===== src/rtl/csr_unit_v2.sv =====
// Machine-mode CSR file for the OTTER core: status/enable/pending, trap vector,
// mepc/mcause bookkeeping on trap entry and mret, and 64-bit cycle/instret counters.
module csr_unit_v2 #(
  parameter int unsigned NUM_IRQ      = 4,
  parameter int unsigned HAS_COUNTERS = 1
) (
  input  logic               CLK,
  input  logic               RST,
  input  logic [1:0]         CSR_OP,
  input  logic [11:0]        ADDR,
  input  logic [31:0]        WD,
  input  logic [31:0]        PC,
  input  logic               INSTR_RETIRE,
  input  logic               MRET_EXEC,
  input  logic               INT_TAKEN,
  input  logic [NUM_IRQ-1:0] IRQ,
  output logic [31:0]        RD,
  output logic               ILLEGAL_ADDR,
  output logic               INT_PENDING,
  output logic [31:0]        TRAP_VEC,
  output logic [31:0]        CSR_MEPC,
  output logic               CSR_MSTATUS_MIE
);

  localparam int unsigned IDX_W = 5;

  localparam logic [11:0] A_MSTATUS   = 12'h300;
  localparam logic [11:0] A_MIE       = 12'h304;
  localparam logic [11:0] A_MTVEC     = 12'h305;
  localparam logic [11:0] A_MEPC      = 12'h341;
  localparam logic [11:0] A_MCAUSE    = 12'h342;
  localparam logic [11:0] A_MIP       = 12'h344;
  localparam logic [11:0] A_MCYCLE    = 12'hB00;
  localparam logic [11:0] A_MCYCLEH   = 12'hB80;
  localparam logic [11:0] A_MINSTRET  = 12'hB02;
  localparam logic [11:0] A_MINSTRETH = 12'hB82;

  logic               mstatus_mie;
  logic               mstatus_mpie;
  logic [NUM_IRQ-1:0] mie_q;
  logic [NUM_IRQ-1:0] mip_q;
  logic [31:0]        mtvec_q;
  logic [31:0]        mepc_q;
  logic [31:0]        mcause_q;
  logic [63:0]        mcycle_q;
  logic [63:0]        minstret_q;

  logic               impl;
  logic               wr;
  logic [31:0]        wdata;
  logic [NUM_IRQ-1:0] pend;
  logic [IDX_W-1:0]   irq_idx;
  logic [31:0]        cause_code;
  logic [31:0]        vec_base;

  // Read mux; RD is the pre-write value and also the old operand for RS/RC
  always_comb begin
    RD   = 32'd0;
    impl = 1'b1;
    case (ADDR)
      A_MSTATUS: RD = {24'd0, mstatus_mpie, 3'b000, mstatus_mie, 3'b000};
      A_MIE:     RD = 32'(mie_q);
      A_MTVEC:   RD = mtvec_q;
      A_MEPC:    RD = mepc_q;
      A_MCAUSE:  RD = mcause_q;
      A_MIP:     RD = 32'(mip_q);
      A_MCYCLE: begin
        if (HAS_COUNTERS != 0) RD = mcycle_q[31:0];
        else                   impl = 1'b0;
      end
      A_MCYCLEH: begin
        if (HAS_COUNTERS != 0) RD = mcycle_q[63:32];
        else                   impl = 1'b0;
      end
      A_MINSTRET: begin
        if (HAS_COUNTERS != 0) RD = minstret_q[31:0];
        else                   impl = 1'b0;
      end
      A_MINSTRETH: begin
        if (HAS_COUNTERS != 0) RD = minstret_q[63:32];
        else                   impl = 1'b0;
      end
      default: impl = 1'b0;
    endcase
  end

  always_comb begin
    wdata = WD;
    case (CSR_OP)
      2'b10:   wdata = RD | WD;
      2'b11:   wdata = RD & ~WD;
      default: wdata = WD;
    endcase
  end

  assign wr           = (CSR_OP != 2'b00) && impl;
  assign ILLEGAL_ADDR = (CSR_OP != 2'b00) && !impl;

  // Lowest-numbered enabled pending line wins
  always_comb begin
    pend    = mip_q & mie_q;
    irq_idx = '0;
    for (int i = int'(NUM_IRQ) - 1; i >= 0; i--) begin
      if (pend[i]) irq_idx = IDX_W'(i);
    end
  end

  assign cause_code  = 32'd16 + 32'(irq_idx);
  assign vec_base    = {mtvec_q[31:2], 2'b00};
  assign TRAP_VEC    = mtvec_q[0] ? (vec_base + (cause_code << 2)) : vec_base;
  assign INT_PENDING = mstatus_mie && (|pend);

  assign CSR_MEPC        = mepc_q;
  assign CSR_MSTATUS_MIE = mstatus_mie;

  // Trap entry outranks mret, which outranks a CSR write, field by field
  always_ff @(posedge CLK) begin
    if (RST) begin
      mstatus_mie  <= 1'b0;
      mstatus_mpie <= 1'b0;
      mie_q        <= '0;
      mip_q        <= '0;
      mtvec_q      <= 32'd0;
      mepc_q       <= 32'd0;
      mcause_q     <= 32'd0;
      mcycle_q     <= 64'd0;
      minstret_q   <= 64'd0;
    end else begin
      mip_q <= IRQ;

      if (INT_TAKEN) begin
        mstatus_mpie <= mstatus_mie;
        mstatus_mie  <= 1'b0;
      end else if (MRET_EXEC) begin
        mstatus_mie  <= mstatus_mpie;
        mstatus_mpie <= 1'b1;
      end else if (wr && ADDR == A_MSTATUS) begin
        mstatus_mie  <= wdata[3];
        mstatus_mpie <= wdata[7];
      end

      if (INT_TAKEN) begin
        mepc_q   <= PC & ~32'd3;
        mcause_q <= 32'h8000_0000 | cause_code;
      end else begin
        if (wr && ADDR == A_MEPC)   mepc_q   <= wdata & ~32'd3;
        if (wr && ADDR == A_MCAUSE) mcause_q <= wdata;
      end

      if (wr && ADDR == A_MIE)   mie_q   <= wdata[NUM_IRQ-1:0];
      if (wr && ADDR == A_MTVEC) mtvec_q <= wdata & 32'hFFFF_FFFD;

      if (HAS_COUNTERS != 0) begin
        if (wr && ADDR == A_MCYCLE)       mcycle_q[31:0]  <= wdata;
        else if (wr && ADDR == A_MCYCLEH) mcycle_q[63:32] <= wdata;
        else                              mcycle_q        <= mcycle_q + 64'd1;

        if (wr && ADDR == A_MINSTRET)       minstret_q[31:0]  <= wdata;
        else if (wr && ADDR == A_MINSTRETH) minstret_q[63:32] <= wdata;
        else if (INSTR_RETIRE)              minstret_q        <= minstret_q + 64'd1;
      end
    end
  end

endmodule

===== config.mk =====
export PLATFORM = sky130hd
export DESIGN_NAME = csr_unit_v2
export DESIGN_NICKNAME = d
export VERILOG_FILES = /design/src/rtl/csr_unit_v2.sv
export SDC_FILE = /design/constraint.sdc
export NUM_CORES = 1
export LEC_CHECK = 0
export CORE_MARGIN = 8
export CORE_UTILIZATION = 25
export DETAILED_ROUTE_END_ITERATION = 8
export PLACE_DENSITY = 0.42
export SYNTH_ARGS = -nofsm -noshare
export SYNTH_HDL_FRONTEND = slang
export SYNTH_SLANG_ARGS = --single-unit

===== constraint.sdc =====
create_clock -name CLK -period 8.5 [get_ports CLK]
set_input_delay 2.55 -clock CLK [delete_from_list [all_inputs] [get_ports CLK]]
set_output_delay 2.55 -clock CLK [all_outputs]
set_load 0.005 [all_outputs]

---- After elaboration in Yosys (flattened, before gate mapping) ----
Index checks and enable logic that the tools add are counted.
storage, ports and cells
  word-level logic and storage cells ...... 83
  register bits after elaboration ......... 231
  output and inout bits ................... 99
cells by class
  muxes and demuxes ....................... 24
  eq/ne operators ......................... 14
  reductions and logical operators ........ 25
  add/sub/neg operators ................... 4
  bitwise logic cells ..................... 5
operator list
  kind                                                                      count
  32-bit two-way mux                                                        11
  32-bit one-hot mux with 10 select lines                                   1
  64-bit by 1-bit adder with 64-bit output (second input constant)          2
  12-bit by 10-bit equality test with 1-bit output (second input constant)  6
  64-bit two-way mux                                                        1
  32-bit one-hot mux with 2 select lines                                    1
  12-bit equality test (second input constant)                              4
  32-bit by 8-bit adder with 32-bit output                                  1
  32-bit bitwise AND                                                        1
  32-bit inverter                                                           1
  32-bit bitwise OR                                                         1
  5-bit two-way mux                                                         3
  1-bit logical AND                                                         12
  2-bit nonzero test                                                        6
  10-bit OR reduction                                                       1
  5-bit by 5-bit adder with 6-bit output (first input constant)             1
  1-bit two-way mux                                                         6
  4-bit bitwise AND                                                         1
  2-bit equality test (second input constant)                               2
  2-bit inequality test (second input constant)                             2
  2-bit AND reduction                                                       2
  4-bit OR reduction                                                        1
  3-bit nonzero test                                                        1
  2-bit two-way mux                                                         1
  other kinds (3)                                                           3

---- Logic depth before layout (Yosys ltp) ----
  word-level depth ........................ 8
  mapped depth ............................ 12
  depth with buffers taken out ............ 12

---- Least setup slack after synthesis ----
Ideal clock, no wire load.
  path kind ............................... input to output
  start ................................... in ADDR[5]
  end ..................................... out RD[10]
  data required time ...................... 5.950 ns
  path slack .............................. 1.545 ns
  data arrival time ....................... 4.405 ns
  stages on the path ...................... 8
  path through ............................ buf_4 -> or4_1 -> buf_4 -> nor3_4 -> buf_2 -> buf_1 -> a22oi_1 -> nand3_1
between the ends
  longest elaborated chain between the ends .. 2
  elaborated cells between the ends (all ways) .. 11
  classes of those cells .................. eq/ne: 10; mux: 1
ends and longest elaborated chain
  element                                                                                          RTL line  source
  from (decl)                                                                                      10        input logic [11:0] ADDR,
  12-bit equality test / 12-bit by 10-bit equality test with 1-bit output (equally long branches)  60        case (ADDR)
  32-bit one-hot mux with 10 select lines *                                                        60
  to (decl)                                                                                        17        output logic [31:0] RD,
Every way passes the cells marked *; elsewhere a longest branch is shown, timed or not.

---- Final worst setup path ----
  start ................................... in ADDR[6]
  end ..................................... out RD[16]
The elaborated chain is that of the path after synthesis.

==> results.yml <==
setup_path:
  r2r_cells: 6
  r2r-end: "mcycle_q[60]"
  critPathMaxStageDelay_ns: 0.63
  startpoint_type: "input port"
  rr_startpoint: "mcycle_q[8]"
  crit_family: "buffers and inverters"
  cp_data_required_time_ns: 5.95
  arrival_ns: 5.63
  path_max_fanout: 13
  crit_chain: "clkdlybuf4s50_1 -> or4_1 -> buf_4 -> nor3_4 -> buf_4 -> a222oi_1 -> nand3_1 -> clkdlybuf4s50_1"
  crit_cells: 8
  worst-path-buf-inv: 4
  critPathSlowestCell: "clkdlybuf4s50_1"
  worstSetupEndpointType: "primary output"
  crit_type: "in2out"
  worst-r2r-setup-slack_ns: 5.08
synthesis:
  ys_types: 102
  synth_common_cells: "dfxtp_1 (231), nand2_1 (216), nor2_1 (206)"
  synth_top_area_frac: 0.288
  async_flop_share: 0
  synth-edff-count: 0
  yosysSeqAreaShare: 0.288
  syn_inst: 2113
  yosysMostFrequentCell: "dfxtp_1"
  syn_area_per_cell_um2: 7.60
  netlist_area_um2: 16100
  synth_top_cell_by_area: "dfxtp_1"
  synthFlopType: "dfxtp_1"
  yosys_warnings: 0
  ys_seq_elements: 231
  netlist_top_cells_area: "dfxtp_1 (29%), nand2_1 (5.0%), nor2_1 (4.8%), nand4_1 (4.2%), xnor2_1 (3.3%)"
place:
  io_buffers: 179
  gp_congestion: 0.991
  placed_cells: 3066
  dpl.hpwl_mm: 74.8
worst_hold_path:
  min_from: "mcause_q[20]"
  hold_depth: 2
  worst_hold_path.endpoint: "mcause_q[20]"
  min_path_type: "reg2reg"
sta:
  final-setup-viol-count: 0
  holdWs_ns: 0.458
  hold_viol_final: 0
  relSlewSlack: 0.107
  tns_ns: 0
  tightest_slew_ns: 1.34
  grt_setup_unrepaired: "no"
  post-route-period-util: 0.962
  min_period_ns: 8.18
  skew_ns: 0.0161
  max_freq_mhz: 122
  maxSlewViolCount: 0
global_routing:
  grt_pass1_vias: 17500
  track_usage: 0.264
  gr-total-overflow: 0
  grt_pass1_wl_mm: 141
  grt_max_degree: 81
  antenna_found_initial: 6
clock_network:
  max-clock-path-buffers: 3
  cts_hold_buf: 0
  post_cts_buffers: 0
  cts.sinks: 231
  cts_tree: "yes"
  cts_resized: 0
  root_buffer: "clkbuf_16"
  insertion_delay_ns: 0.59
  clk_pin_slew_ns: 0.06
  htreeDepth: 1
  cts_made_buffers: 30
route:
  avgRoutedWirePerCell_um: 32.5
  initialDrtViolationCount: 2523
  via_per_inst: 6.14
  drc: 0
  routed_wl_mm: 101
  ant_nets: 0
  dr.pass1.iters: 6
  vias: 19200
floorplanning:
  core-area_um2: 64000
  initial_core_util: 0.251
  fp-row-count: 93
  fp.dieW_um: 269
  design.die.area_um2: 72600
  ios: 186
  die_h_um: 269
final_layout:
  fillCellCount: 6815
  final_net_count: 2335
  drive_gt1_frac: 0.112
  fin_cells: 3123
  fin_util: 0.314
  area_delta_synth_final_pct: 25.2
pwr:
  power_frac_seq: 0.397
  swShare: 0.288
  leakagePower_nw: 6.64
  p_per_area_nw_per_um2: 140
  p_int_mw: 2.00
  ir_drop_uv: 144
  comb_power_share: 0.119
  power_frac_clock: 0.483
  p_sw_mw: 0.808
job:
  drv_cap: 0
run_status:
  status: "finished clean"
==> area by class of cell <==
cell class	instances	area (um^2)	area share
Clock inverter	13	121	0.00603
Clock buffer	42	907	0.0451
Inverter	30	113	0.00560
Sequential cell	231	4620	0.230
Multi-Input combinational cell	1664	10600	0.528
Tap cell	855	1070	0.0532
Timing Repair Buffer	286	2640	0.131
Antenna cell	2	5.00	0.000249
==> layer usage <==
layer  vias up  share of wire  GRT usage
met1      9472           0.44      0.377
met3       209           0.11     0.0601
met2      1204           0.41      0.381
met4         0          0.045     0.0967
li1       8284              -          -
met5         -              0          0
==> cells by family (layout without fill, tap and decap cells) <==
family	count (synthesis)	after routing	share of synthesized area
flops	231	231	0.288
xor+xnor	90	90	0.0491
buf+inv	221	371	0.0581
other cells	1	6	0.000233
compound gates	571	571	0.252
simple gates	947	947	0.318
mux	47	47	0.0307
fa+ha+maj	5	5	0.00436
==> flip-flops by register name (all words and copies together), names as in the netlist <==
register / flops
CSR_MEPC: 30
mtvec_q: 31
mstatus_mpie: 1
mip_q: 4
mie_q: 4
mcycle_q: 64
CSR_MSTATUS_MIE: 1
minstret_q: 64
mcause_q: 32
==> how the worst max path moves through the flow <==
stage          startpoint  endpoint  slack (ns)
2_1_floorplan     ADDR[5]    RD[10]        1.55
3_3_place_gp      ADDR[6]    RD[16]        0.41
3_5_place_dp      ADDR[6]    RD[27]        0.42
4_1_cts           ADDR[6]    RD[27]        0.40
5_1_grt           ADDR[6]    RD[27]        0.29
6_report          ADDR[6]    RD[16]        0.32
==> worst register-to-register path: stages, from the launching register on <==
cell     delay [ns]
dfxtp_1        0.55
and4_1         0.42
nand3_1        0.46
nor3_1         0.96
nand3_1        0.30
or3b_2         0.50
a31oi_1        0.16
==> stage by stage <==
stage	cell area [um^2]	power [mW]	setup slack [ns]
2_1_floorplan	16100	1.26	1.55
3_3_place_gp	19100	1.46	0.411
3_5_place_dp	19100	1.46	0.417
4_1_cts	20100	2.81	0.396
5_1_grt	20100	2.87	0.288
6_report	20100	2.81	0.320
==> power groups by stage <==
stage               sequential, mW  combinational (mW)  clock [mW]
floorplan                     1.13               0.129           0
global placement              1.14               0.325           0
detailed placement            1.14               0.324           0
CTS                           1.11               0.325        1.37
global route                  1.12               0.340        1.41
finish                        1.12               0.335        1.36
==> layout by cell type, fill, tap and decap left out, drive strengths merged, types with 8 or more instances in the layout <==
| master | count |
|---|---|
| nor4 | 41 |
| nand2b | 18 |
| clkbuf | 42 |
| mux2i | 29 |
| a211oi | 54 |
| and4 | 36 |
| nand2 | 216 |
| mux2 | 18 |
| buf | 111 |
| or3 | 12 |
| dfxtp | 231 |
| o31a | 8 |
| inv | 29 |
| nand3 | 83 |
| o21ai | 91 |
| a41oi | 17 |
| xnor2 | 60 |
| clkdlybuf4s50 | 175 |
| nor2b | 10 |
| clkinv | 11 |
| nand4 | 109 |
| or4 | 14 |
| a21oi | 105 |
| o2bb2ai | 8 |
| o221ai | 14 |
| xor2 | 30 |
| a31oi | 57 |
| and2 | 30 |
| o211ai | 13 |
| and3 | 39 |
| a211o | 8 |
| and3b | 9 |
| a221oi | 9 |
| nor2 | 206 |
| a22oi | 49 |
| nor3 | 84 |
| nor4b | 9 |
| o22ai | 32 |
(Power assumes the default switching activity.)
